==> src/rtl/nn_pkg.sv <==
// Shared definitions for the softmax epoch controller:
// the FSM state encoding and a constant clog2 used for counter and index widths.
package nn_pkg;

    typedef enum logic [1:0] {
        S_IDLE = 2'd0,
        S_RUN  = 2'd1,
        S_SCAN = 2'd2,
        S_HOLD = 2'd3
    } state_t;

    function automatic int clog2(input int v);
        int r;
        r = 0;
        while ((1 << r) < v) begin
            r++;
        end
        return r;
    endfunction

endpackage

==> src/rtl/nn_stream_counter.sv <==
// Per-class ones counter for one stochastic bitstream.
// Ports: CLK, INIT (async reset), clr (sync clear), en (count enable),
// bit_in (stream bit), count (ones seen since the last clear).
module nn_stream_counter #(
    parameter int CW = 9
) (
    input  logic          CLK,
    input  logic          INIT,
    input  logic          clr,
    input  logic          en,
    input  logic          bit_in,
    output logic [CW-1:0] count
);

    always_ff @(posedge CLK or posedge INIT) begin
        if (INIT) begin
            count <= '0;
        end else if (clr) begin
            count <= '0;
        end else if (en && bit_in) begin
            count <= count + CW'(1);
        end
    end

endmodule

==> src/rtl/nn_softmax_epoch_ctrl.sv <==
// Epoch controller for a stochastic softmax layer: counts ones on N class
// bitstreams over WINDOW cycles, then scans sequentially for the argmax.
// Ports: CLK, INIT (async reset), start, abort, z[N], ready in;
// stream_en, busy, valid, winner, winner_count, tie out.
module nn_softmax_epoch_ctrl
    import nn_pkg::*;
#(
    parameter int N      = 3,
    parameter int WINDOW = 256,
    parameter int CW     = clog2(WINDOW + 1),
    parameter int IW     = (clog2(N) > 1) ? clog2(N) : 1
) (
    input  logic          CLK,
    input  logic          INIT,
    input  logic          start,
    input  logic          abort,
    input  logic [N-1:0]  z,
    input  logic          ready,
    output logic          stream_en,
    output logic          busy,
    output logic          valid,
    output logic [IW-1:0] winner,
    output logic [CW-1:0] winner_count,
    output logic          tie
);

    state_t        state;
    state_t        state_nxt;
    logic          clr_cnt;
    logic          cnt_en;
    logic          cyc_last;
    logic          scan_last;
    logic [CW-1:0] cyc;
    logic [IW-1:0] scan_idx;
    logic [CW-1:0] cnt [N];
    logic [CW-1:0] sel;

    for (genvar g = 0; g < N; g++) begin : g_cnt
        nn_stream_counter #(
            .CW(CW)
        ) u_cnt (
            .CLK   (CLK),
            .INIT  (INIT),
            .clr   (clr_cnt),
            .en    (cnt_en),
            .bit_in(z[g]),
            .count (cnt[g])
        );
    end

    assign cyc_last  = (cyc == CW'(WINDOW - 1));
    assign scan_last = (scan_idx == IW'(N - 1));
    assign sel       = cnt[scan_idx];

    always_ff @(posedge CLK or posedge INIT) begin
        if (INIT) begin
            state <= S_IDLE;
        end else begin
            state <= state_nxt;
        end
    end

    always_comb begin
        state_nxt = state;
        clr_cnt   = 1'b0;
        cnt_en    = 1'b0;
        unique case (state)
            S_IDLE: begin
                if (start) begin
                    state_nxt = S_RUN;
                    clr_cnt   = 1'b1;
                end
            end
            S_RUN: begin
                // abort wins over the sample on the same edge
                if (abort) begin
                    state_nxt = S_IDLE;
                end else begin
                    cnt_en = 1'b1;
                    if (cyc_last) begin
                        state_nxt = S_SCAN;
                    end
                end
            end
            S_SCAN: begin
                if (scan_last) begin
                    state_nxt = S_HOLD;
                end
            end
            S_HOLD: begin
                if (ready) begin
                    if (start) begin
                        state_nxt = S_RUN;
                        clr_cnt   = 1'b1;
                    end else begin
                        state_nxt = S_IDLE;
                    end
                end
            end
            default: state_nxt = S_IDLE;
        endcase
    end

    assign stream_en = (state == S_RUN);
    assign busy      = (state != S_IDLE);
    assign valid     = (state == S_HOLD);

    always_ff @(posedge CLK or posedge INIT) begin
        if (INIT) begin
            cyc <= '0;
        end else if (clr_cnt) begin
            cyc <= '0;
        end else if (cnt_en) begin
            cyc <= cyc + CW'(1);
        end
    end

    always_ff @(posedge CLK or posedge INIT) begin
        if (INIT) begin
            scan_idx <= '0;
        end else if (state == S_RUN) begin
            scan_idx <= '0;
        end else if (state == S_SCAN) begin
            scan_idx <= scan_idx + IW'(1);
        end
    end

    // Sequential argmax: ties keep the lower index, which is the one
    // already held because classes are visited in ascending order.
    always_ff @(posedge CLK or posedge INIT) begin
        if (INIT) begin
            winner       <= '0;
            winner_count <= '0;
            tie          <= 1'b0;
        end else if (state == S_SCAN) begin
            if (scan_idx == '0 || sel > winner_count) begin
                winner       <= scan_idx;
                winner_count <= sel;
                tie          <= 1'b0;
            end else if (sel == winner_count) begin
                tie <= 1'b1;
            end
        end
    end

endmodule

==> config.mk <==
export PLATFORM = sky130hd
export DESIGN_NAME = nn_softmax_epoch_ctrl
export DESIGN_NICKNAME = d
export VERILOG_FILES = /design/src/rtl/nn_pkg.sv /design/src/rtl/nn_stream_counter.sv /design/src/rtl/nn_softmax_epoch_ctrl.sv
export SDC_FILE = /design/constraint.sdc
export NUM_CORES = 1
export LEC_CHECK = 0
export ABC_AREA = 1
export CAP_MARGIN = 0
export CORE_MARGIN = 2
export CORE_UTILIZATION = 63
export CTS_CLUSTER_DIAMETER = 40
export CTS_CLUSTER_SIZE = 16
export DETAILED_ROUTE_END_ITERATION = 7
export GPL_ROUTABILITY_DRIVEN = 0
export PLACE_DENSITY = 0.85
export SYNTH_ARGS = -nofsm -noshare
export SYNTH_HDL_FRONTEND = slang
export SYNTH_SLANG_ARGS = --single-unit
==> constraint.sdc <==
create_clock -name CLK -period 5.65 [get_ports CLK]
set_input_delay 1.695 -clock CLK [delete_from_list [all_inputs] [get_ports CLK]]
set_output_delay 1.695 -clock CLK [all_outputs]
set_load 0.005 [all_outputs]
==> reports/results.txt, run 1 <==
Clock Sinks = 52
Slew HR = 29.5%
Cell count after placement = 481
Clk_skew = 0.0118 ns
# rows = 25
Hold EP = winner[0]
RSZ-0062 raised after global routing = false
Min-Delay Startpoint = winner[0]
Count of final max-slew check failures = 0
Filler cell count = 391
Post-layout min period = 3.53 ns
Max-cap viol count = 0
Synth warn = 0
Layout cell share with drive strength beyond 1 = 6.41%
CP startpoint kind = input port
DR pass1 iterations = 5
Clock Tree Root = clkbuf_8
Die X = 74.9 um
ANT nets after route = 0
Starting Density = 66.2%
Setup CP Type = input port to register
Initial antenna violation count = 0
Leakage = 1.69 nW
Max Root-Sink Buffers = 2
Most frequent CP cell = nand2_1
HPWL after DPL = 4760 um
CTS Buf Count = 5
Fin. Hold Viols = 0
Nets = 450
TritonCTS clock tree = done
Post_cts resized = 0
Non-filler cells, final = 488
Initial drt markers = 189
Syn Area/Cell = 7.86 um^2
DIE HEIGHT = 74.9 um
Gr ovfl total = 0
CP Capture Type = register
Post-CTS Hold Buffers = 0
Distinct cells, synth = 33
R2R depth = 14
Setup TNS = 0 ns
WP data required = 5.88 ns
Hold Path Depth = 2
Clock-pin slew on the worst setup and hold paths = 0.09 ns
ANT cells = 0
Register-to-register setup slack = 2.74 ns
Synth Instances = 403
Worst Max-Slew Pin Slew = 1.06 ns
Storage element area = 1300 um^2
Port Buffers = 22
IO Pins = 23
Vias in the first global route = 2533
Seq/Total Area, Yosys = 41.1%
Post-Route WL = 6560 um
Clk_lat worst skew = 0.30 ns
Post-DR wirelength/cell = 13.4 um
DRC = 0
Area Overhead vs Synth = 9.67%
Post-CTS setup buffer count = 0
Critical Path AT = 3.76 ns
H-tree depth = 2
Reg-to-Reg Start = scan_idx[0]
Mapped cell area = 3170 um^2
Crit-path max FO = 23
Die footprint = 5610 um^2
Multi-input gate area = 1530 um^2
CORE AREA = 4790 um^2
Seq cells post-synth = 52
Largest net degree at the start of global routing = 53
Via/cell ratio = 5.52
Crit path largest cell delay = 0.47 ns
Total track usage = 26.4%
Syn nets = 432
FF-to-FF End = winner_count[5]
Crit path cell chain = clkdlybuf4s50_1 > nand2_1 > nand2_1 > nand3_2 > buf_4 > nand2_1 > inv_1 > nor2_1 > o21ai_0 > a21oi_1
Finish-stage setup viols = 0
Fmax = 284 MHz
Slowest stage cell on the critical path = clkdlybuf4s50_1
PwrDens = 480 nW/um^2
HP Class = register to register
Maximum vdd drop = 0.000254 V
First-pass GRT wire length = 11400 um
Vias = 2696
Util after Layout = 72.6%
Status = finished, final reports clean
Period utilization = 62.4%
==> layout make-up <==
cell class	count	share of cell area (%)
clock buffers	6	2.09
clock inverters	1	0.144
inverters	67	7.24
multi-input cells	272	44.1
flip-flops and latches	52	37.4
well taps	67	2.41
repair buffers	23	6.55
==> how the worst max path moves through the flow <==
stage / startpoint / to / slack, ns / cells after the start
after floorplan: INIT / asynchronous set/reset pin / 2.70 / 1
after global placement: ready / g_cnt[1].u_cnt.count[6] / 1.91 / 10
after detailed placement: ready / g_cnt[1].u_cnt.count[6] / 1.83 / 10
after CTS: ready / g_cnt[1].u_cnt.count[6] / 2.16 / 10
after global routing: ready / g_cnt[1].u_cnt.count[6] / 1.86 / 10
final: ready / g_cnt[1].u_cnt.count[6] / 2.12 / 10
==> power by group <==
group	internal (mW)	switching (mW)	leakage, nW
combinational	0.322	0.556	0.947
sequential	0.488	0.100	0.698
clock	0.0845	0.115	0.0410
total	0.895	0.772	1.69
==> logic make-up after synthesis <==
logic type,Yosys count,synth area share (%)
XOR/XNOR,8,2.21
buffers and inverters,79,10.5
flip-flops,52,41.1
AO/OA/AOI/OAI,85,13.9
AND/OR/NAND/NOR,158,24.0
adder cells (fa/ha/maj),21,8.29
==> cell usage in the layout, fill, tap and decap left out, drive strengths merged <==
cell type      instances
nand2                 78
nor2                  24
clkinv                 1
a21boi                 1
o21bai                 1
buf                    1
nor4                   1
nor3                  10
nand4                  1
o21ai                 48
dfrtp                 52
clkbuf                 6
clkdlybuf4s50         22
nand3                 41
o22ai                  3
a31oi                  2
a21oi                 29
ha                    21
nand3b                 3
inv                   67
xor2                   8
o21a                   1
==> through the flow <==
step / hold WS, ns / power (mW) / setup slack (ns) / cell area, um^2
detailed placement: 0.458 / 1.46 / 1.83 / 3400
CTS: 0.478 / 1.67 / 2.16 / 3480
global route: 0.519 / 1.83 / 1.86 / 3480
floorplan: 0.433 / 1.24 / 2.70 / 3170
global placement: 0.456 / 1.41 / 1.91 / 3400
finish: 0.483 / 1.67 / 2.12 / 3480
==> cell usage after synthesis <==
| cell type | number | area (um^2) |
|---|---|---|
| o22ai_1 | 3 | 18.8 |
| xor2_1 | 8 | 70.1 |
| nor3_2 | 2 | 20.0 |
| nor2_2 | 3 | 18.8 |
| a31oi_1 | 2 | 12.5 |
| nor4_1 | 1 | 6.26 |
| a21boi_0 | 1 | 7.51 |
| nand3b_1 | 2 | 15.0 |
| nand2_1 | 73 | 274 |
| a21oi_1 | 29 | 145 |
| nor3_4 | 1 | 16.3 |
| buf_4 | 3 | 22.5 |
| nor2_1 | 19 | 71.3 |
| clkbuf_1 | 3 | 11.3 |
| nand4_1 | 1 | 6.26 |
| o21ai_1 | 4 | 20.0 |
| buf_2 | 3 | 15.0 |
| o21bai_1 | 1 | 7.51 |
| nor3_1 | 7 | 35.0 |
| dfrtp_1 | 52 | 1300 |
| o21a_1 | 1 | 7.51 |
| buf_6 | 3 | 33.8 |
| ha_1 | 21 | 263 |
| nand2_2 | 3 | 18.8 |
| inv_1 | 64 | 240 |
| o21ai_0 | 44 | 220 |
| nand3_2 | 2 | 20.0 |
| nand3b_2 | 1 | 11.3 |
| inv_2 | 3 | 11.3 |
| nor2_8 | 1 | 20.0 |
| nand2_4 | 2 | 22.5 |
| nor2_4 | 1 | 11.3 |
| nand3_1 | 39 | 195 |
==> state kept, by name (all words and copies together) (netlist names), named ones only <==
| name | count |
|---|---|
| g_cnt.u_cnt.count | 27 |
| cyc | 9 |
| tie | 1 |
| state | 1 |
| winner | 2 |
| scan_idx | 2 |
| winner_count | 9 |
==> worst max-delay path: cells and delay by family <==
kind	cells	cell delay, ns
buf+inv	3	0.94
compound gates	2	0.20
simple gates	5	0.92
==> metal layers <==
layer	GRT usage (%)	wire [um]	share of wire, %	vias up
met5	0	0	0	-
met1	34.9	2870	44	1256
met4	10.1	150	2.3	0
li1	-	-	-	1348
met2	43.6	3240	49	75
met3	4.28	301	4.6	17
Power figures use the tool's default switching activity.
==> inputs of run 2 (changes only) <==
- CORE_UTILIZATION: 63 -> 53
- PLACE_DENSITY: 0.85 -> 0.76
- clock period: 5.65 -> 2.9 ns (I/O delays scaled with it)
==> reports/results.txt, run 2 (same netlist as run 1, synthesis figures left out) <==
Status = finished, final reports clean (unchanged)
Layout cell share with drive strength beyond 1 = 8.45% (was 6.41%)
Fmax = 386 MHz
Count of final max-slew check failures = 0 (unchanged)
DRC = 0 (unchanged)
CP Capture Type = output port (was register)
R2R depth = 12 (was 14)
Die footprint = 6610 um^2 (was 5610 um^2)
Initial antenna violation count = 0 (unchanged)
Critical Path AT = 1.72 ns (was 3.76 ns)
Slew HR = 73.5% (was 29.5%)
Leakage = 1.71 nW (was 1.69 nW)
Non-filler cells, final = 501 (was 488)
Via/cell ratio = 5.24 (was 5.52)
Setup TNS = 0 ns (unchanged)
Largest regs = g_cnt.u_cnt.count (27), cyc (9), winner_count (9) (unchanged)
Finish-stage setup viols = 0 (unchanged)
Clock Tree Root = clkbuf_8 (unchanged)
Util after Layout = 61.0% (was 72.6%)
Hold Path Depth = 1 (was 2)
Post-CTS Hold Buffers = 0 (unchanged)
Routed length on met2 = 3100 um (was 3240 um)
Clock Sinks = 52 (unchanged)
Fin. Hold Viols = 0 (unchanged)
Period utilization = 89.3%
Setup CP Type = register to output port (was input port to register)
H-tree depth = 2 (unchanged)
DIE HEIGHT = 81.3 um (was 74.9 um)
Top layer in use = met4 (unchanged)
HP Class = register to register (unchanged)
DR pass1 iterations = 4 (was 5)
Post-layout min period = 2.59 ns
CTS Buf Count = 5 (unchanged)
Vias = 2627 (was 2696)
Clock-pin slew on the worst setup and hold paths = 0.10 ns (was 0.09 ns)
Crit-path max FO = 7 (was 23)
RSZ-0062 raised after global routing = false (unchanged)
ANT cells = 0 (unchanged)
Clk_skew = 0.00606 ns (was 0.0118 ns)
Gr ovfl total = 0 (unchanged)
Post-DR wirelength/cell = 12.9 um (was 13.4 um)
Area Overhead vs Synth = 12.7% (was 9.67%)
Worst Max-Slew Pin Slew = 0.395 ns (was 1.06 ns)
ANT nets after route = 0 (unchanged)
IO Pins = 23 (unchanged)
Fin Hold WS = 0.478 ns (was 0.483 ns)
Largest register FFs = 27 (unchanged)
Initial drt markers = 221 (was 189)
Top reg by flops = g_cnt.u_cnt.count (unchanged)
Die X = 81.3 um (was 74.9 um)
Post-Route WL = 6470 um (was 6560 um)
Maximum vdd drop = 0.000607 V (was 0.000254 V)
Routed met1 length = 3020 um (was 2870 um)
CORE AREA = 5850 um^2 (was 4790 um^2)
Total track usage = 21.9% (was 26.4%)
Nets = 454 (was 450)
Cell count after placement = 492 (was 481)
# rows = 28 (was 25)
Most frequent cells in the layout = 72 x nand2_1, 62 x inv_1, 51 x dfrtp_1, 43 x o21ai_0, 39 x nand3_1 (was 73 x nand2_1, 63 x inv_1, 52 x dfrtp_1, 44 x o21ai_0, 39 x nand3_1)
Port Buffers = 22 (unchanged)
HPWL after DPL = 4810 um (was 4760 um)
Post_cts resized = 0 (unchanged)
CP startpoint kind = register (was input port)
Max-cap viol count = 0 (unchanged)
Clk_lat worst skew = 0.32 ns (was 0.30 ns)
Vias in the first global route = 2414 (was 2533)
Largest net degree at the start of global routing = 53 (unchanged)
TritonCTS clock tree = done (unchanged)
Post-CTS setup buffer count = 0 (unchanged)
Filler cell count = 521 (was 391)
Starting Density = 54.2% (was 66.2%)
WP data required = 2.03 ns (was 5.88 ns)
Metal3 WL = 262 um (was 301 um)
First-pass GRT wire length = 11100 um (was 11400 um)
Most common cell after layout, fill and taps aside = nand2_1 (unchanged)
Max Root-Sink Buffers = 2 (unchanged)
PwrDens = 955 nW/um^2 (was 480 nW/um^2)
run 2: where the power goes:
group / internal, mW / switching, mW / total (mW)
combinational: 0.667 / 1.07 / 1.73
sequential: 0.953 / 0.200 / 1.15
clock: 0.260 / 0.266 / 0.526
run 2: final cells by class:
class	instances	area, um^2	area share [%]
multi-input combinational	272	1540	43.0
sequential	52	1300	36.5
timing repair buffer	26	263	7.36
inverter	67	255	7.15
tap	75	93.8	2.63
clock buffer	5	68.8	1.93
clock inverter	3	46.3	1.30
timing repair inverter	1	5.00	0.140
run 2: final timing paths:
check                                         from                    endpoint  slack (ns)
max reg2reg                            scan_idx[0]             winner_count[3]        0.38
min reg2reg                g_cnt[2].u_cnt.count[6]     g_cnt[2].u_cnt.count[6]        0.48
max in group asynchronous                     INIT             winner_count[6]        1.72
max                                       state[0]                        busy        0.31
min in group asynchronous                     INIT  asynchronous set/reset pin        0.92
min                        g_cnt[2].u_cnt.count[6]     g_cnt[2].u_cnt.count[6]        0.48
run 2: critical path, stage by stage (launching register included):
cell	delay, ns
dfrtp_1	0.46
inv_1	0.13
ha_1	0.21
inv_1	0.09
clkdlybuf4s50_1	0.51
run 2: metrics by stage:
| step | area [um^2] | setup WS, ns | power, mW |
|---|---|---|---|
| 2_1_floorplan | 3170 | 0.772 | 2.41 |
| 3_3_place_gp | 3440 | 0.287 | 2.81 |
| 3_5_place_dp | 3440 | 0.272 | 2.87 |
| 4_1_cts | 3560 | 0.240 | 3.40 |
| 5_1_grt | 3570 | 0.114 | 3.74 |
| 6_report | 3570 | 0.311 | 3.41 |
run 2: metal layers:
metal | vias to the layer above | track usage, %
li1 | 1354 | -
met1 | 1219 | 29.5
met2 | 44 | 36.1
met3 | 10 | 3.89
met4 | 0 | 6.61
met5 | - | 0
